==> config.mk <==
export PLATFORM = sky130hd
export DESIGN_NAME = multicycle_controller_flat
export DESIGN_NICKNAME = d
export VERILOG_FILES = /design/src/rtl/multicycle_controller_if.sv /design/src/rtl/multicycle_controller.sv /design/src/flat_wrapper.sv
export SDC_FILE = /design/constraint.sdc
export NUM_CORES = 1
export LEC_CHECK = 0
export BUFFER_PORTS_ARGS = -buffer_cell sky130_fd_sc_hd__buf_2
export CORE_MARGIN = 4
export CORE_UTILIZATION = 45
export CTS_BUF_LIST = sky130_fd_sc_hd__clkbuf_4 sky130_fd_sc_hd__clkbuf_8
export CTS_CLUSTER_SIZE = 16
export DETAILED_ROUTE_END_ITERATION = 6
export PLACE_DENSITY = 0.78
export SLEW_MARGIN = 20
export SYNTH_ARGS = -nofsm -noshare
export SYNTH_HDL_FRONTEND = slang
export SYNTH_SLANG_ARGS = --single-unit
export TNS_END_PERCENT = 50
==> constraint.sdc <==
create_clock -name clock -period 3 [get_ports clock]
set_input_delay 0.15 -clock clock [delete_from_list [all_inputs] [get_ports clock]]
set_output_delay 0.15 -clock clock [all_outputs]
set_load 0.02 [all_outputs]
==> src/rtl/multicycle_controller_if.sv <==
// Bundles the control unit's bus: instruction/memory handshakes and flags in,
// datapath strobes and stack status out.
interface multicycle_controller_if #(
  parameter int INSTR_WIDTH = 19,
  parameter int STACK_DEPTH = 8
);
  localparam int CW = $clog2(STACK_DEPTH + 1);

  logic [INSTR_WIDTH-1:0] instr;
  logic                   imemReady;
  logic                   dmemReady;
  logic                   Zero;
  logic                   CarryOut;

  logic                   irLoad;
  logic                   pcWrite;
  logic [1:0]             pcInputSel;
  logic                   pcAdderInputBSel;
  logic [3:0]             ALUfunction;
  logic                   AluInputBSel;
  logic                   selectR2;
  logic                   LDM;
  logic                   regFileWriteDataSel;
  logic                   memRead;
  logic                   STM;
  logic                   enableZero;
  logic                   enableCarry;
  logic                   push;
  logic                   pop;
  logic [CW-1:0]          stackCount;
  logic                   stackFull;
  logic                   stackEmpty;
  logic                   fault;

  modport master (
    input  instr, imemReady, dmemReady, Zero, CarryOut,
    output irLoad, pcWrite, pcInputSel, pcAdderInputBSel, ALUfunction,
           AluInputBSel, selectR2, LDM, regFileWriteDataSel, memRead, STM,
           enableZero, enableCarry, push, pop, stackCount, stackFull,
           stackEmpty, fault
  );

  modport slave (
    output instr, imemReady, dmemReady, Zero, CarryOut,
    input  irLoad, pcWrite, pcInputSel, pcAdderInputBSel, ALUfunction,
           AluInputBSel, selectR2, LDM, regFileWriteDataSel, memRead, STM,
           enableZero, enableCarry, push, pop, stackCount, stackFull,
           stackEmpty, fault
  );
endinterface

==> src/rtl/multicycle_controller.sv <==
// FETCH/DECODE/EXEC/MEM control unit with memory-ready handshakes and a
// tracked PC-stack occupancy that faults on overflow/underflow.
module multicycle_controller #(
  parameter int INSTR_WIDTH = 19,
  parameter int STACK_DEPTH = 8
) (
  input  logic                    clock,
  input  logic                    init_signal,
  multicycle_controller_if.master bus
);
  localparam int W  = INSTR_WIDTH;
  localparam int CW = $clog2(STACK_DEPTH + 1);
  localparam logic [CW-1:0] DEPTH_C = CW'(STACK_DEPTH);

  typedef enum logic [2:0] {S_FETCH, S_DECODE, S_EXEC, S_MEM, S_FAULT} state_t;

  state_t        r_state;
  // Only the six opcode bits steer control; operand bits live in the datapath IR.
  logic [5:0]    r_ir;
  logic [CW-1:0] r_stack_count;

  logic w_is_alu_reg, w_is_alu_imm, w_is_alu, w_is_shift, w_is_load, w_is_store;
  logic w_is_branch, w_is_jump, w_is_call, w_is_ret, w_is_illegal, w_taken;
  logic w_full, w_empty;
  logic [1:0] w_fn2;

  assign w_fn2        = r_ir[2:1];
  assign w_is_alu_reg = (r_ir[5:4] == 2'b00);
  assign w_is_alu_imm = (r_ir[5:4] == 2'b01);
  assign w_is_alu     = w_is_alu_reg | w_is_alu_imm;
  assign w_is_shift   = (r_ir[5:3] == 3'b110);
  assign w_is_branch  = (r_ir[5:3] == 3'b101);
  assign w_is_load    = (r_ir[5:1] == 5'b10000);
  assign w_is_store   = (r_ir[5:1] == 5'b10001);
  assign w_is_jump    = (r_ir[5:1] == 5'b11100);
  assign w_is_call    = (r_ir[5:1] == 5'b11101);
  assign w_is_ret     = (r_ir == 6'b111100);
  assign w_is_illegal = ~(w_is_alu | w_is_shift | w_is_branch | w_is_load |
                          w_is_store | w_is_jump | w_is_call | w_is_ret);
  assign w_full       = (r_stack_count == DEPTH_C);
  assign w_empty      = (r_stack_count == '0);

  always_comb begin
    case (w_fn2)
      2'b00:   w_taken = bus.Zero;
      2'b01:   w_taken = ~bus.Zero;
      2'b10:   w_taken = bus.CarryOut;
      default: w_taken = ~bus.CarryOut;
    endcase
  end

  always_ff @(posedge clock) begin
    if (!init_signal) begin
      r_state       <= S_FETCH;
      r_ir          <= '0;
      r_stack_count <= '0;
    end else begin
      case (r_state)
        S_FETCH: if (bus.imemReady) begin
          r_ir    <= bus.instr[W-1:W-6];
          r_state <= S_DECODE;
        end
        S_DECODE: r_state <= w_is_illegal ? S_FAULT : S_EXEC;
        S_EXEC: begin
          if (w_is_load || w_is_store) begin
            r_state <= S_MEM;
          end else if (w_is_call) begin
            if (w_full) r_state <= S_FAULT;
            else begin
              r_stack_count <= r_stack_count + 1'b1;
              r_state       <= S_FETCH;
            end
          end else if (w_is_ret) begin
            if (w_empty) r_state <= S_FAULT;
            else begin
              r_stack_count <= r_stack_count - 1'b1;
              r_state       <= S_FETCH;
            end
          end else begin
            r_state <= S_FETCH;
          end
        end
        S_MEM:   if (bus.dmemReady) r_state <= S_FETCH;
        S_FAULT: r_state <= S_FAULT;
        default: r_state <= S_FETCH;
      endcase
    end
  end

  // Outputs are combinational and collapse to defaults while reset is held.
  always_comb begin
    bus.irLoad              = 1'b0;
    bus.pcWrite             = 1'b0;
    bus.pcInputSel          = 2'b00;
    bus.pcAdderInputBSel    = 1'b1;
    bus.ALUfunction         = 4'b0000;
    bus.AluInputBSel        = 1'b0;
    bus.selectR2            = 1'b0;
    bus.LDM                 = 1'b0;
    bus.regFileWriteDataSel = 1'b0;
    bus.memRead             = 1'b0;
    bus.STM                 = 1'b0;
    bus.enableZero          = 1'b0;
    bus.enableCarry         = 1'b0;
    bus.push                = 1'b0;
    bus.pop                 = 1'b0;
    bus.fault               = 1'b0;
    bus.stackCount          = '0;
    bus.stackFull           = 1'b0;
    bus.stackEmpty          = 1'b1;
    if (init_signal) begin
      bus.stackCount = r_stack_count;
      bus.stackFull  = w_full;
      bus.stackEmpty = w_empty;
      if (r_state == S_EXEC || r_state == S_MEM) begin
        if (w_is_alu)   bus.ALUfunction = {1'b1, r_ir[3:1]};
        if (w_is_shift) bus.ALUfunction = {2'b00, w_fn2};
        bus.AluInputBSel = w_is_alu_imm;
        bus.selectR2     = w_is_alu_imm | w_is_store;
      end
      case (r_state)
        S_FETCH: bus.irLoad = bus.imemReady;
        S_EXEC: begin
          if (w_is_alu || w_is_shift) begin
            bus.LDM                 = 1'b1;
            bus.regFileWriteDataSel = 1'b1;
            bus.enableZero          = w_is_alu;
            bus.enableCarry         = 1'b1;
            bus.pcWrite             = 1'b1;
          end else if (w_is_branch) begin
            bus.pcWrite          = 1'b1;
            bus.pcAdderInputBSel = ~w_taken;
          end else if (w_is_jump) begin
            bus.pcInputSel = 2'b01;
            bus.pcWrite    = 1'b1;
          end else if (w_is_call && !w_full) begin
            bus.push       = 1'b1;
            bus.pcInputSel = 2'b01;
            bus.pcWrite    = 1'b1;
          end else if (w_is_ret && !w_empty) begin
            bus.pop        = 1'b1;
            bus.pcInputSel = 2'b10;
            bus.pcWrite    = 1'b1;
          end
        end
        S_MEM: begin
          bus.memRead = w_is_load;
          bus.STM     = w_is_store;
          if (bus.dmemReady) begin
            bus.LDM     = w_is_load;
            bus.pcWrite = 1'b1;
          end
        end
        S_FAULT: bus.fault = 1'b1;
        default: ;
      endcase
    end
  end
endmodule

==> src/flat_wrapper.sv <==
// flat-port wrapper written by rule: the top's interface ports become plain ports
module multicycle_controller_flat 
#(
  parameter int INSTR_WIDTH = 19,
  parameter int STACK_DEPTH = 8
)
  (clock, init_signal, bus_instr, bus_imemReady, bus_dmemReady, bus_Zero, bus_CarryOut, bus_irLoad, bus_pcWrite, bus_pcInputSel, bus_pcAdderInputBSel, bus_ALUfunction, bus_AluInputBSel, bus_selectR2, bus_LDM, bus_regFileWriteDataSel, bus_memRead, bus_STM, bus_enableZero, bus_enableCarry, bus_push, bus_pop, bus_stackCount, bus_stackFull, bus_stackEmpty, bus_fault);
  multicycle_controller_if #(.INSTR_WIDTH(INSTR_WIDTH), .STACK_DEPTH(STACK_DEPTH)) bus_i ();
  input  logic clock;
  input  logic init_signal;
  input wire logic [$bits(bus_i.instr)-1:0] bus_instr;
  input wire logic [$bits(bus_i.imemReady)-1:0] bus_imemReady;
  input wire logic [$bits(bus_i.dmemReady)-1:0] bus_dmemReady;
  input wire logic [$bits(bus_i.Zero)-1:0] bus_Zero;
  input wire logic [$bits(bus_i.CarryOut)-1:0] bus_CarryOut;
  output wire logic [$bits(bus_i.irLoad)-1:0] bus_irLoad;
  output wire logic [$bits(bus_i.pcWrite)-1:0] bus_pcWrite;
  output wire logic [$bits(bus_i.pcInputSel)-1:0] bus_pcInputSel;
  output wire logic [$bits(bus_i.pcAdderInputBSel)-1:0] bus_pcAdderInputBSel;
  output wire logic [$bits(bus_i.ALUfunction)-1:0] bus_ALUfunction;
  output wire logic [$bits(bus_i.AluInputBSel)-1:0] bus_AluInputBSel;
  output wire logic [$bits(bus_i.selectR2)-1:0] bus_selectR2;
  output wire logic [$bits(bus_i.LDM)-1:0] bus_LDM;
  output wire logic [$bits(bus_i.regFileWriteDataSel)-1:0] bus_regFileWriteDataSel;
  output wire logic [$bits(bus_i.memRead)-1:0] bus_memRead;
  output wire logic [$bits(bus_i.STM)-1:0] bus_STM;
  output wire logic [$bits(bus_i.enableZero)-1:0] bus_enableZero;
  output wire logic [$bits(bus_i.enableCarry)-1:0] bus_enableCarry;
  output wire logic [$bits(bus_i.push)-1:0] bus_push;
  output wire logic [$bits(bus_i.pop)-1:0] bus_pop;
  output wire logic [$bits(bus_i.stackCount)-1:0] bus_stackCount;
  output wire logic [$bits(bus_i.stackFull)-1:0] bus_stackFull;
  output wire logic [$bits(bus_i.stackEmpty)-1:0] bus_stackEmpty;
  output wire logic [$bits(bus_i.fault)-1:0] bus_fault;
  assign bus_i.instr = bus_instr;
  assign bus_i.imemReady = bus_imemReady;
  assign bus_i.dmemReady = bus_dmemReady;
  assign bus_i.Zero = bus_Zero;
  assign bus_i.CarryOut = bus_CarryOut;
  assign bus_irLoad = bus_i.irLoad;
  assign bus_pcWrite = bus_i.pcWrite;
  assign bus_pcInputSel = bus_i.pcInputSel;
  assign bus_pcAdderInputBSel = bus_i.pcAdderInputBSel;
  assign bus_ALUfunction = bus_i.ALUfunction;
  assign bus_AluInputBSel = bus_i.AluInputBSel;
  assign bus_selectR2 = bus_i.selectR2;
  assign bus_LDM = bus_i.LDM;
  assign bus_regFileWriteDataSel = bus_i.regFileWriteDataSel;
  assign bus_memRead = bus_i.memRead;
  assign bus_STM = bus_i.STM;
  assign bus_enableZero = bus_i.enableZero;
  assign bus_enableCarry = bus_i.enableCarry;
  assign bus_push = bus_i.push;
  assign bus_pop = bus_i.pop;
  assign bus_stackCount = bus_i.stackCount;
  assign bus_stackFull = bus_i.stackFull;
  assign bus_stackEmpty = bus_i.stackEmpty;
  assign bus_fault = bus_i.fault;
  multicycle_controller #(.INSTR_WIDTH(INSTR_WIDTH), .STACK_DEPTH(STACK_DEPTH)) u_core (.clock(clock), .init_signal(init_signal), .bus(bus_i));
endmodule
==> impl_summary.md, run 1 <==
Logic synthesis
In this run, synthesis inferred 0 flip-flops with an integrated enable. The post-synthesis cell area is 1077 um^2. The cell type contributing the most total cell area after synthesis is sky130_fd_sc_hd__dfxtp_1. The mean instance size in the synthesized netlist is approximately 8.0 um^2. The number of cells produced by synthesis is approximately 140. Of all flip-flops after synthesis, the portion carrying an async set or reset was 0. The Yosys step of the flow raised 0 warnings. Ranked by total cell area, the synthesized netlist is headed by sky130_fd_sc_hd__dfxtp_1, sky130_fd_sc_hd__mux2i_1, sky130_fd_sc_hd__and2_1. For this run, the leading register cell type out of synthesis is sky130_fd_sc_hd__dfxtp_1. The share of the yosys chip area belonging to registers is 0.2416.

The post-synth net total is approximately 160. The number of library cell types mapped by synthesis is 45. After synthesis the netlist holds a flip-flop and latch count of 13. The share of synthesized area in the top cell type comes to 0.2416.

Critical path
The maximum fanout encountered on the critical timing path is 14. The worst reg-to-reg path cell count is 8. In this run the critical register-to-register path is launched from u_core.r_ir[4]. The worst setup path is launched from a register. The endpoint class of the critical path is a primary output. The combined buffer and inverter count along the critical path is 1. The type of the worst setup path is register to primary output. Traced cell by cell, the critical path runs through or4b_2 -> nor4_1 -> a21o_1 -> buf_2. On the critical path, the stage with the largest delay is an instance of sky130_fd_sc_hd__or4b_2. The internal reg-to-reg setup slack is ~0.62 ns.

In this design, the stage delay of the slowest critical-path cell is between 0.7 and 0.8 ns. STA puts the critical path data required time at around 2.9 ns. The cell family contributing the most delay on the critical path is simple AND/OR/NAND/NOR gates. The endpoint identified for the worst register-to-register timing path is u_core.r_stack_count[3]. The worst path arrival time is about 2.5 ns.

The most critical setup path has its startpoint at u_core.r_state[1].

Route
The via density per instance is roughly 5.6. In this run the remaining antenna-violating nets after routing total 0. The per-cell routed wire length is approximately 14 um.

For this run, the detailed router's first-pass iteration total came to 4. The post-detailed-route DRC marker count is 0. The via count of the routed design is 1085. The detailed router finished its first iteration with 34 violations. After detailed routing, the total wire length is between 2000 and 3000 um.

Final layout
The share of layout cells above drive strength 1 is 0.3333. 0 antenna diodes ended up in the layout. The number of nets in the layout is between 150 and 200. Compared with the post-synthesis result, the final layout area differs by 18.12%. The number of inserted filler cells in the final layout is ~230.

Place
The count of buffers from port buffering is 37. The congestion estimate from routability-driven global placement came to between 0.8 and 0.9. The HPWL after detailed placement is between 2000 and 2500 um.

Die
The total core area is between 2000 and 2500 um^2. The die extent in y is about 57 um. The overall die width is about 57 um. Pin placement for this block handled around 50 I/O pins. The initial core utilization is 0.4778. The row count is 17. The die covers approximately 3200 um^2.

Clock network
The post-cts resize count is 0. Clock-pin slew was measured on the worst setup and hold paths at 0.09 ns. The maximum level of the CTS H-tree is 1.

The tree is rooted in a sky130_fd_sc_hd__clkbuf_4. The number of clock buffers added by TritonCTS is 3. The TritonCTS sink count is 13. After clock tree synthesis, the flow added hold-fix buffers numbering 0. The buffer count from post-CTS setup fixing is 0. The clock reaches the later pin of the worst-skew pair after ~0.28 ns. The clock tree from TritonCTS is yes. The maximum number of buffers from clock root to sink is 2.

STA
The count of final hold-check violations came to 0. The number of pins exceeding their max-slew limit in the final report is 0. The setup TNS after final layout is 0 ns. The measured slew at the worst slew-check pin is 0.7150 ns. The maximum clock skew at final layout is 0.009651 ns. The timing-limited maximum frequency is 382.7 MHz.

The final critical delay including setup and external delays is between 2 and 3 ns. The part of the cycle the worst path needs is 0.8709. Setup violations remaining at the end of the flow were counted as 0. In this run the tightest slew margin relative to its limit is 0.5166.

Setup repair after global routing left no endpoint under its margin.

Flow run
Across the run, the number of max-cap violations was 0.

Global route
The number of antenna violations at the first check in global routing is 0. The first global-routing pass estimated 4326 um of wire. The total track usage is 0.1638.

After global routing the overflow that remains totals 0. Entering global routing, the biggest net connects 17 pins. The number of global-route vias before repair was between 900 and 1000.

Power and ir drop
Power spread over the standard cell area amounts to about 310 nW/um^2. The worst-case IR drop observed on VDD is between 0.2 and 0.25 mV. The static power due to leakage is 0.0006038 uW.

The design draws roughly 400 uW.

Min path
The worst hold path belongs to the class primary input to register. The startpoint identified for the worst hold timing path is bus_instr[14]. The worst hold endpoint is u_core.r_ir[1]. Counting instances, the worst hold path has a depth of 3.

Status
The flow ran to the end, and the final reports show no timing, DRC or antenna violations.
[layout by cell type (no fill, tap or decap), types with 2 or more instances in the layout]
cell,n
sky130_fd_sc_hd__buf_2,37
sky130_fd_sc_hd__nor2_1,13
sky130_fd_sc_hd__dfxtp_1,13
sky130_fd_sc_hd__and2_1,10
sky130_fd_sc_hd__a21oi_1,10
sky130_fd_sc_hd__mux2i_1,8
sky130_fd_sc_hd__nand2_1,6
sky130_fd_sc_hd__nand2b_1,6
sky130_fd_sc_hd__nor2b_1,5
sky130_fd_sc_hd__nor4_1,4
sky130_fd_sc_hd__a21o_1,4
sky130_fd_sc_hd__nand3_1,3
sky130_fd_sc_hd__or2_2,3
sky130_fd_sc_hd__o21ai_0,3
sky130_fd_sc_hd__clkbuf_4,3
sky130_fd_sc_hd__inv_1,2
sky130_fd_sc_hd__nor3_1,2
sky130_fd_sc_hd__or4_1,2
sky130_fd_sc_hd__xor2_1,2
sky130_fd_sc_hd__ha_1,2
sky130_fd_sc_hd__buf_4,2
[how the worst max path moves through the flow]
stage | end | slack (ns) | depth (start not counted)
2_1_floorplan | bus_pcInputSel[1] | 0.54 | 4
3_3_place_gp | bus_pcWrite | 0.75 | 6
3_5_place_dp | bus_pcWrite | 0.66 | 6
4_1_cts | bus_pcWrite | 0.41 | 4
5_1_grt | bus_pcWrite | 0.32 | 4
6_report | bus_pcWrite | 0.39 | 4
[per-stage QoR]
step                instances  setup slack (ns)  hold WS [ns]    util  instance area, um^2
finish                    193            0.3872       0.09486  0.5644                 1272
global route              193            0.3245       0.09606  0.5644                 1272
CTS                       193            0.4122       0.09352  0.5644                 1272
detailed placement        189            0.6620        0.3868  0.5522                 1245
global placement          189            0.7482        0.3831  0.5522                 1245
floorplan                 135            0.5352        0.2887       -                 1077
[kinds of logic after synthesis]
kind of cell,count (synthesis),synth area share
mux,8,0.07434
flops,13,0.2416
compound gates,25,0.1696
fa+ha+maj,3,0.04181
simple gates,68,0.3786
xor+xnor,3,0.02439
buf+inv,15,0.06968
[where the power goes]
| group | switching [uW] | internal (uW) | total, uW | leakage, uW |
|---|---|---|---|---|
| Combinational | 43.2 | 37.3 | 80.5 | 0.000480 |
| Sequential | 19.7 | 181 | 201 | 0.000106 |
| Clock | 61.1 | 49.3 | 110 | 0.0000177 |
| Total | 124 | 267 | 392 | 0.000604 |
[Yosys cell counts, types with 2 or more instances]
cell	instances
sky130_fd_sc_hd__a21oi_1	10
sky130_fd_sc_hd__ha_1	2
sky130_fd_sc_hd__a21o_1	4
sky130_fd_sc_hd__and2_1	10
sky130_fd_sc_hd__nor4_1	4
sky130_fd_sc_hd__inv_1	2
sky130_fd_sc_hd__o21ai_0	3
sky130_fd_sc_hd__nor2_1	13
sky130_fd_sc_hd__clkbuf_1	9
sky130_fd_sc_hd__nand2b_1	6
sky130_fd_sc_hd__nand3_1	3
sky130_fd_sc_hd__or2_2	3
sky130_fd_sc_hd__xor2_1	2
sky130_fd_sc_hd__buf_4	3
sky130_fd_sc_hd__nand2_1	6
sky130_fd_sc_hd__mux2i_1	8
sky130_fd_sc_hd__dfxtp_1	13
sky130_fd_sc_hd__or4_1	2
sky130_fd_sc_hd__nor3_1	2
sky130_fd_sc_hd__nor2b_1	5
[worst reg2reg max path: cells and delay by family, from the launching register on]
family	cells	cell delay, ns
AND/OR/NAND/NOR	3	0.92
XOR/XNOR	1	0.09
flip-flops	1	0.49
adder cells (fa/ha/maj)	1	0.29
AO/OA/AOI/OAI	3	0.51
[registers in the layout, summed over array words and instances (netlist names)]
signal	count
u_core.r_stack_count	4
u_core.r_state	3
u_core.r_ir	6
[per-layer routing]
| metal | part of all wire | GRT usage |
|---|---|---|
| met5 | 0 | 0 |
| met4 | 0.0064 | 0.06623 |
| met3 | 0.072 | 0.02941 |
| met2 | 0.47 | 0.2626 |
| met1 | 0.46 | 0.2167 |
[area by class of cell]
class,count,area [um^2],area share
Tap cell,28,35.03,0.02753
Sequential cell,13,260.3,0.2045
Multi-Input combinational cell,107,742.0,0.5831
Inverter,2,7.507,0.005900
Clock buffer,3,22.52,0.01770
Clock inverter,1,5.005,0.003933
Timing Repair Buffer,39,200.2,0.1573
No activity file was read; power rests on OpenSTA's default activity.
==> run 2, diff against run 1 <==
CORE_MARGIN = unset   (was 4)
CORE_UTILIZATION = 43   (was 45)
clock period = 2.1 ns   (was 3 ns; I/O delays follow)
==> run 2 against run 1 <==
  * Combinational power is 100% higher
  * Worst hold slack worse by 0.052 ns
  * Utilization increased by 5.7 points
  * Die area fell by 16%
  * Critical path depth rose by 4
  * Worst setup slack got worse by 0.33 ns
  * Largest cell class unchanged
==> impl_summary.md, run 2 (synthesized netlist as in run 1, its figures left out) <==
Status
The run finished with clean final reports.

STA
The setup TNS after final layout is 0 ns (unchanged). The measured slew at the worst slew-check pin came to 0.3411 ns (-0.3739 ns). The final count of negative-setup-slack endpoints came to 0 (unchanged). The maximum clock skew at final layout was 0.001498 ns (-0.008153 ns). Setup repair after global routing could not meet its margin everywhere. The number of pins exceeding their max-slew limit in the final report came to 0 (unchanged). Derived from the worst setup path, the maximum achievable clock frequency is 488.9 MHz.

The count of final hold-check violations is 0 (unchanged). The relative slew slack came to 0.7667 (+0.2501). Of the available clock period, the critical path in the final layout requires 0.9741.

The final critical delay including setup and external delays is 2.046 ns.

Final layout
The library cells used most frequently in the layout, excluding fill and tap cells, are sky130_fd_sc_hd__buf_2, sky130_fd_sc_hd__buf_4, sky130_fd_sc_hd__nor2_1, sky130_fd_sc_hd__dfxtp_1. The multi-input logic area is 783.3 um^2 (+5.6%). The number of diodes is 0 (unchanged). u_core.r_ir holds more flip-flops than any other register. Leaving out fill and tap cells, the most frequent cell in the layout is sky130_fd_sc_hd__buf_2. The number of nets in the layout is 207 (+6.7%).

The largest registers in the layout are u_core.r_ir x6, u_core.r_stack_count x4, u_core.r_state x3. The number of inserted filler cells in the final layout is 199 (-12%). The footprint of the flip-flops and latches came to 261.5 um^2 (+0.48%).

From synthesis to final layout, the design area changed by 31.36%. The share of layout cells above drive strength 1 was 0.4101 (+0.07678). The number of flip-flops in the largest register is 6 (unchanged).

Die
The initial core utilization is 0.4733 (-0.004466). The die extent in y is 52.06 um (-8.6%). The row count was 17 (unchanged). The total core area is 2276 um^2 (+0.94%).

The area of the die came to 2710 um^2 (-16%). The overall die width is 52.06 um (-8.6%). The total I/O pin count is 51 (unchanged).

Place
The placer's final routability congestion estimate came to 0.8151 (about the same). The count of buffers from port buffering is 37 (unchanged). The half-perimeter wire length after placement is 2150 um (+5.4%).

Global route
The met3 track demand over resource in global routing came to 0.03509 (+0.005676). The number of global-route vias before repair is 1065 (+9.9%). The number of antenna violations at the first check in global routing is 0 (unchanged). The wire length of the first global-routing pass was 4712 um (+8.9%). The global-route track usage on met1 was 0.2928 (+0.07603).

The met2 usage is 0.4017 (+0.1391). The total track usage is 0.2340 (+0.07021). The largest net degree at the start of global routing is 16 (-1). The global-route layer with the greatest usage is met2.

The aggregate global routing overflow is 0 (unchanged).

Route
The per-cell routed wire length is 13.63 um (-0.72%). The via density per instance was 5.544 (-1.4%). The post-detailed-route DRC marker count is 0 (unchanged).

The count of routing violations after the opening detailed-route iteration is 25 (-26%). The count of TritonRoute iterations in the first routing pass is 4 (unchanged). The via count of the routed design is 1142 (+5.3%). The remaining number of nets flagged by the antenna check after routing is 0 (unchanged).

The total wirelength of the detailed-routed design is 2808 um (+6.0%).

Power and ir drop
The static power due to leakage is 0.0006923 uW (+15%). The sequential power share is 0.438 (-0.074). The cell-internal power came to 416.3 uW (+56%). The proportion of power drawn by the clock network was 0.296 (+0.014). The switching portion of total power is 0.3149 (-0.001880). The power consumption is 607.6 uW (+55%). The worst-case vdd ir drop is 0.3353 mV (+48%). The power density over the cells is 429.4 nW/um^2 (+40%). The combinational share of power is 0.266 (+0.060). The net switching component of the power is 191.3 uW (+54%).

Critical path
The most critical setup path has its startpoint at u_core.r_ir[2]. The worst setup path is of the register to register kind. The maximum fanout encountered on the critical timing path is 5 (-9). The startpoint class of the critical path is a register. In this run the critical register-to-register path is captured at u_core.r_stack_count[3]. The startpoint identified for the worst register-to-register timing path is u_core.r_ir[2]. The worst reg-to-reg path cell count is 8 (unchanged). The worst path arrival time is 2.27 ns (-0.19 ns). The critical path capture point is u_core.r_stack_count[3]. The endpoint class of the critical path is a register. The internal reg-to-reg setup slack is 0.05 ns (-0.57 ns). The critical path required time was 2.33 ns (-0.52 ns).

Clock network
The post-CTS clock slew at the launch and capture registers of the worst setup and hold paths came to 0.09 ns (about the same). The maximum number of buffers from clock root to sink was 2 (unchanged). The number of buffers added by the clock tree synthesis step came to 3 (unchanged). The maximum level of the CTS H-tree came to 1 (unchanged). The number of hold buffers added after CTS is 0 (unchanged). TritonCTS built the clock tree. The clock insertion delay at the later pin of the skew report came to 0.29 ns (about the same). The clock root buffer master is sky130_fd_sc_hd__clkbuf_4. The TritonCTS sink count is 13 (unchanged).

Min path
The class of the tightest hold or removal check is primary input to register. The worst hold path begins at bus_instr[14].

Flow run
The number of violations of the max-capacitance limit came to 0 (unchanged).
==> run 2: power groups by stage <==
stage               Combinational [uW]  Clock [uW]  Sequential, uW
floorplan                          105           0             272
global placement                   150           0             271
detailed placement                 156           0             271
CTS                                159         181             266
global route                       178         198             268
finish                             162         180             266
==> run 2: final cells by class <==
type | count | share of cell area
multi-input combinational | 107 | 0.5535
clock buffer | 4 | 0.02122
timing repair buffer | 52 | 0.2104
inverter | 2 | 0.005305
sequential | 13 | 0.1848
tap | 28 | 0.02476
==> run 2: repair_timing <==
| item | CTS | global route |
|---|---|---|
| endpoints found under the hold margin | 0 | 0 |
| setup endpoints to repair | 4 | 5 |
| buffers inserted | 0 | 0 |
| gates resized for setup | 2 | 4 |
==> run 2: routing by layer <==
layer	part of all wire	routed length [um]	up-vias
met1	0.43	1210	541
met5	0	0	-
met4	0.011	31	0
met2	0.51	1435	35
li1	-	-	562
met3	0.047	131	4
==> run 2: critical path, stage by stage (launching register included) <==
cell and delay [ns]:
sky130_fd_sc_hd__dfxtp_1 0.34, sky130_fd_sc_hd__nand4b_1 0.19, sky130_fd_sc_hd__or2_4 0.28, sky130_fd_sc_hd__ha_1 0.29, sky130_fd_sc_hd__a21o_1 0.18, sky130_fd_sc_hd__a21oi_1 0.16, sky130_fd_sc_hd__xor2_1 0.10, sky130_fd_sc_hd__or3_1 0.31
sky130_fd_sc_hd__a21oi_1 0.14
==> run 2: worst min path at each step <==
| stage | cells after the start | end |
|---|---|---|
| after floorplan | 2 | u_core.r_ir[1] |
| after global placement | 3 | u_core.r_ir[1] |
| after detailed placement | 3 | u_core.r_ir[1] |
| after CTS | 3 | u_core.r_ir[1] |
| after global routing | 3 | u_core.r_ir[1] |
| final | 3 | u_core.r_ir[1] |
==> run 2: metrics by stage <==
stage	util	cell area, um^2	instances	hold WS [ns]	worst slack (ns)
2_1_floorplan	-	1097	135	0.2437	0.03641
3_3_place_gp	0.5976	1360	202	0.3370	0.1333
3_5_place_dp	0.5976	1360	202	0.3400	0.07915
4_1_cts	0.6146	1399	206	0.03969	0.04889
5_1_grt	0.6218	1415	206	0.05085	-0.04311
6_report	0.6218	1415	206	0.04245	0.05439
==> run 3, diff against run 2 <==
--- a/config.mk
+++ b/config.mk
@@ -7,9 +7,12 @@
 export LEC_CHECK = 0
 export BUFFER_PORTS_ARGS = -buffer_cell sky130_fd_sc_hd__buf_2
-export CORE_UTILIZATION = 43
+export CELL_PAD_IN_SITES_DETAIL_PLACEMENT = 1
+export CELL_PAD_IN_SITES_GLOBAL_PLACEMENT = 1
+export CORE_ASPECT_RATIO = 2
+export CORE_UTILIZATION = 30
 export CTS_BUF_LIST = sky130_fd_sc_hd__clkbuf_4 sky130_fd_sc_hd__clkbuf_8
 export CTS_CLUSTER_SIZE = 16
 export DETAILED_ROUTE_END_ITERATION = 6
-export PLACE_DENSITY = 0.78
+export PLACE_DENSITY_LB_ADDON = 0.1
 export SLEW_MARGIN = 20
 export SYNTH_ARGS = -nofsm -noshare
==> constraint.sdc (replaced) <==
create_clock -name clock -period 2.1 [get_ports clock]
set_input_delay 0.105 -clock clock [delete_from_list [all_inputs] [get_ports clock]]
set_output_delay 0.105 -clock clock [all_outputs]
set_load 0.05 [all_outputs]
==> run 3 against run 2 <==
  * Critical path depth fell by 5
  * Largest power group unchanged
  * Maximum frequency increased by 0.32%
  * Wire length up 16%
  * Flip-flop and latch count did not move
  * Count of clock-buffer cells in the layout is the same
  * Combinational power is 2% higher
  * Clock power rose by 37%
  * Highest routed layer unchanged
==> impl_summary.md, run 3 (synthesized netlist as in run 1, its figures left out) <==
STA
The part of the cycle the worst path needs is 0.9710 (-0.003150). The number of pins exceeding their max-slew limit in the final report is 0 (unchanged). The maximum clock skew at final layout is 0.001321 ns (-0.0001771 ns). The relative slew slack is 0.7608 (-0.005962).

The worst-case setup margin in the final layout is 0.06100 ns (+0.006615 ns). The final count of negative-setup-slack endpoints is 0 (unchanged). The worst hold slack across all endpoints came to 0.09258 ns (+0.05013 ns). The timing-limited maximum frequency is 490.4 MHz (+0.32%).

Setup repair after global routing could not meet its margin everywhere. The final critical delay including setup and external delays is 2.039 ns (-0.006615 ns). The count of final hold-check violations is 0 (unchanged).

The measured slew at the worst slew-check pin came to 0.3556 ns (+0.01448 ns).

Clock network
The number of buffers added by the clock tree synthesis step is 3 (unchanged). The number of hold buffers added after CTS is 0 (unchanged). The clock root buffer master is sky130_fd_sc_hd__clkbuf_8. The TritonCTS sink count was 13 (unchanged).

The maximum number of buffers from clock root to sink is 2 (unchanged). TritonCTS built the clock tree. The buffer count from post-CTS setup fixing is 0 (unchanged). The clock insertion delay at the later pin of the skew report is 0.25 ns (-0.04 ns). The post-CTS clock slew at the launch and capture registers of the worst setup and hold paths is 0.06 ns (-0.03 ns). The maximum level of the CTS H-tree is 1 (unchanged).

Critical path
In this run the critical register-to-register path is launched from u_core.r_ir[2]. The worst setup path is captured at a primary output. The internal reg-to-reg setup slack is 0.09 ns (+0.04 ns).

The worst reg-to-reg path cell count is 6 (-2). The worst path arrival time is 1.93 ns (-0.34 ns). The worst register-to-register path ends at u_core.r_stack_count[3].

The maximum fanout encountered on the critical timing path came to 16 (+11). The startpoint class of the critical path is a register. The critical path required time is 2.00 ns (-0.33 ns). The type of the worst setup path is register to primary output.

Min path
The worst hold path begins at bus_instr[13]. The path class of the tightest hold or removal check is primary input to register. The instance count along the most critical hold path is 3 (unchanged).

The path with the worst hold slack has its endpoint at u_core.r_ir[0].

Global route
The number of antenna violations at the first check in global routing is 0 (unchanged). The aggregate global routing overflow is 0 (unchanged). The wire length of the first global-routing pass is 5437 um (+15%).

The number of global-route vias before repair is 1144 (+7.4%). The largest net degree at the start of global routing is 17 (+1). The total track usage is 0.1898 (-0.04417).

Power and ir drop
The worst-case vdd ir drop is 0.3867 mV (+15%). The power consumption is 687.6 uW (+13%). The power density over the cells is 458.0 nW/um^2 (+6.7%). The static power due to leakage was 0.0007171 uW (+3.6%).

Route
The remaining number of nets flagged by the antenna check after routing is 0 (unchanged). The via count of the routed design is 1144 (+0.18%). The per-cell routed wire length was 14.14 um (+3.8%). The count of routing violations after the opening detailed-route iteration is 15 (-40%). The total wirelength of the detailed-routed design is 3253 um (+16%). The post-detailed-route DRC marker count is 0 (unchanged).

The via density per instance was 4.974 (-10%). The count of TritonRoute iterations in the first routing pass is 4 (unchanged).

Place
The post-placement worst setup slack is 0.03728 ns (-0.04188 ns). The placer's final routability congestion estimate is 0.7540 (-7.5%). The half-perimeter wire length after placement is 2631 um (+22%). The count of buffers from port buffering is 37 (unchanged).

Status
The flow ran to the end, and the final reports show no timing, DRC or antenna violations.

Final layout
Counting flops per register, the top entry is u_core.r_ir. In the layout the commonest cells are sky130_fd_sc_hd__buf_2, sky130_fd_sc_hd__buf_4, sky130_fd_sc_hd__nor2_1, sky130_fd_sc_hd__dfxtp_1, sky130_fd_sc_hd__and2_1. The largest registers in the layout are u_core.r_ir x6, u_core.r_stack_count x4, u_core.r_state x3. The number of flip-flops in the largest register is 6 (unchanged). The growth of design area from synthesis to finish is 39.37%.

The number of nets in the layout was 211 (+1.9%). The number of diodes came to 0 (unchanged). The share of layout cells above drive strength 1 was 0.4341 (+0.02395). The leading cell type in the layout, fill and taps excluded is sky130_fd_sc_hd__buf_2. The number of inserted filler cells in the final layout came to 437 (+120%).

Die
The overall die width is 44.38 um (-15%). The row count came to 30 (+13). The initial core utilization is 0.3154 (-0.1580).

The area of the die is 3849 um^2 (+42%). The total I/O pin count is 51 (unchanged). The total core area is 3416 um^2 (+50%). The die extent in y was 86.75 um (+67%).

Flow run
The number of violations of the max-capacitance limit is 0 (unchanged).
## run 3: per-layer routing
| layer | track usage | part of all wire | vias up | wire (um) |
|---|---|---|---|---|
| met4 | 0.07438 | 0.016 | 0 | 52 |
| met5 | 0 | 0 | - | 0 |
| met2 | 0.3476 | 0.55 | 30 | 1797 |
| li1 | - | - | 570 | - |
| met3 | 0.02083 | 0.032 | 5 | 104 |
| met1 | 0.2120 | 0.40 | 539 | 1298 |
## run 3: layout make-up
class	instances	area [um^2]	share of cell area
clock buffer	4	48.80	0.03250
multi-input combinational	107	788.3	0.5250
tap	48	60.06	0.04000
inverter	2	7.507	0.005000
sequential	13	264.0	0.1758
timing repair buffer	56	332.8	0.2217
## run 3: stage by stage
stage | util | TNS, ns | instance area (um^2) | cells
final | 0.4396 | 0 | 1501 | 230
after global routing | 0.4396 | -0.008364 | 1501 | 230
after CTS | 0.4363 | 0 | 1490 | 230
after detailed placement | 0.4201 | 0 | 1435 | 226
after global placement | 0.4201 | 0 | 1435 | 226
after floorplan | - | -0.1624 | 1129 | 135
## run 3: power by group
part	leakage (uW)	switching, uW	internal [uW]
clock	0.0000262	98.2	147
sequential	0.000107	16.6	259
combinational	0.000584	97.3	68.9
total	0.000717	212	476
## run 3: critical path, cell delays in order, from the launching register on
cell	delay [ns]
sky130_fd_sc_hd__dfxtp_4	0.40
sky130_fd_sc_hd__or4b_4	0.58
sky130_fd_sc_hd__or4_1	0.48
sky130_fd_sc_hd__buf_2	0.22
## run 3: worst max-delay path by stage
stage	startpoint	endpoint	slack [ns]	cells after the start
finish	u_core.r_state[0]	bus_pcAdderInputBSel	0.06	3
global route	u_core.r_ir[2]	u_core.r_stack_count[3]	-0.006	6
CTS	u_core.r_ir[2]	u_core.r_stack_count[3]	0.02	8
detailed placement	u_core.r_ir[2]	u_core.r_stack_count[3]	0.04	8
global placement	u_core.r_ir[2]	u_core.r_stack_count[3]	0.05	8
floorplan	u_core.r_ir[4]	u_core.r_stack_count[3]	-0.09	9
## run 3: repair_timing
action                     CTS  global route
gates cloned                 0             0
gates resized for setup      1             4
pin swaps                    1             1
setup endpoints to repair    2             3
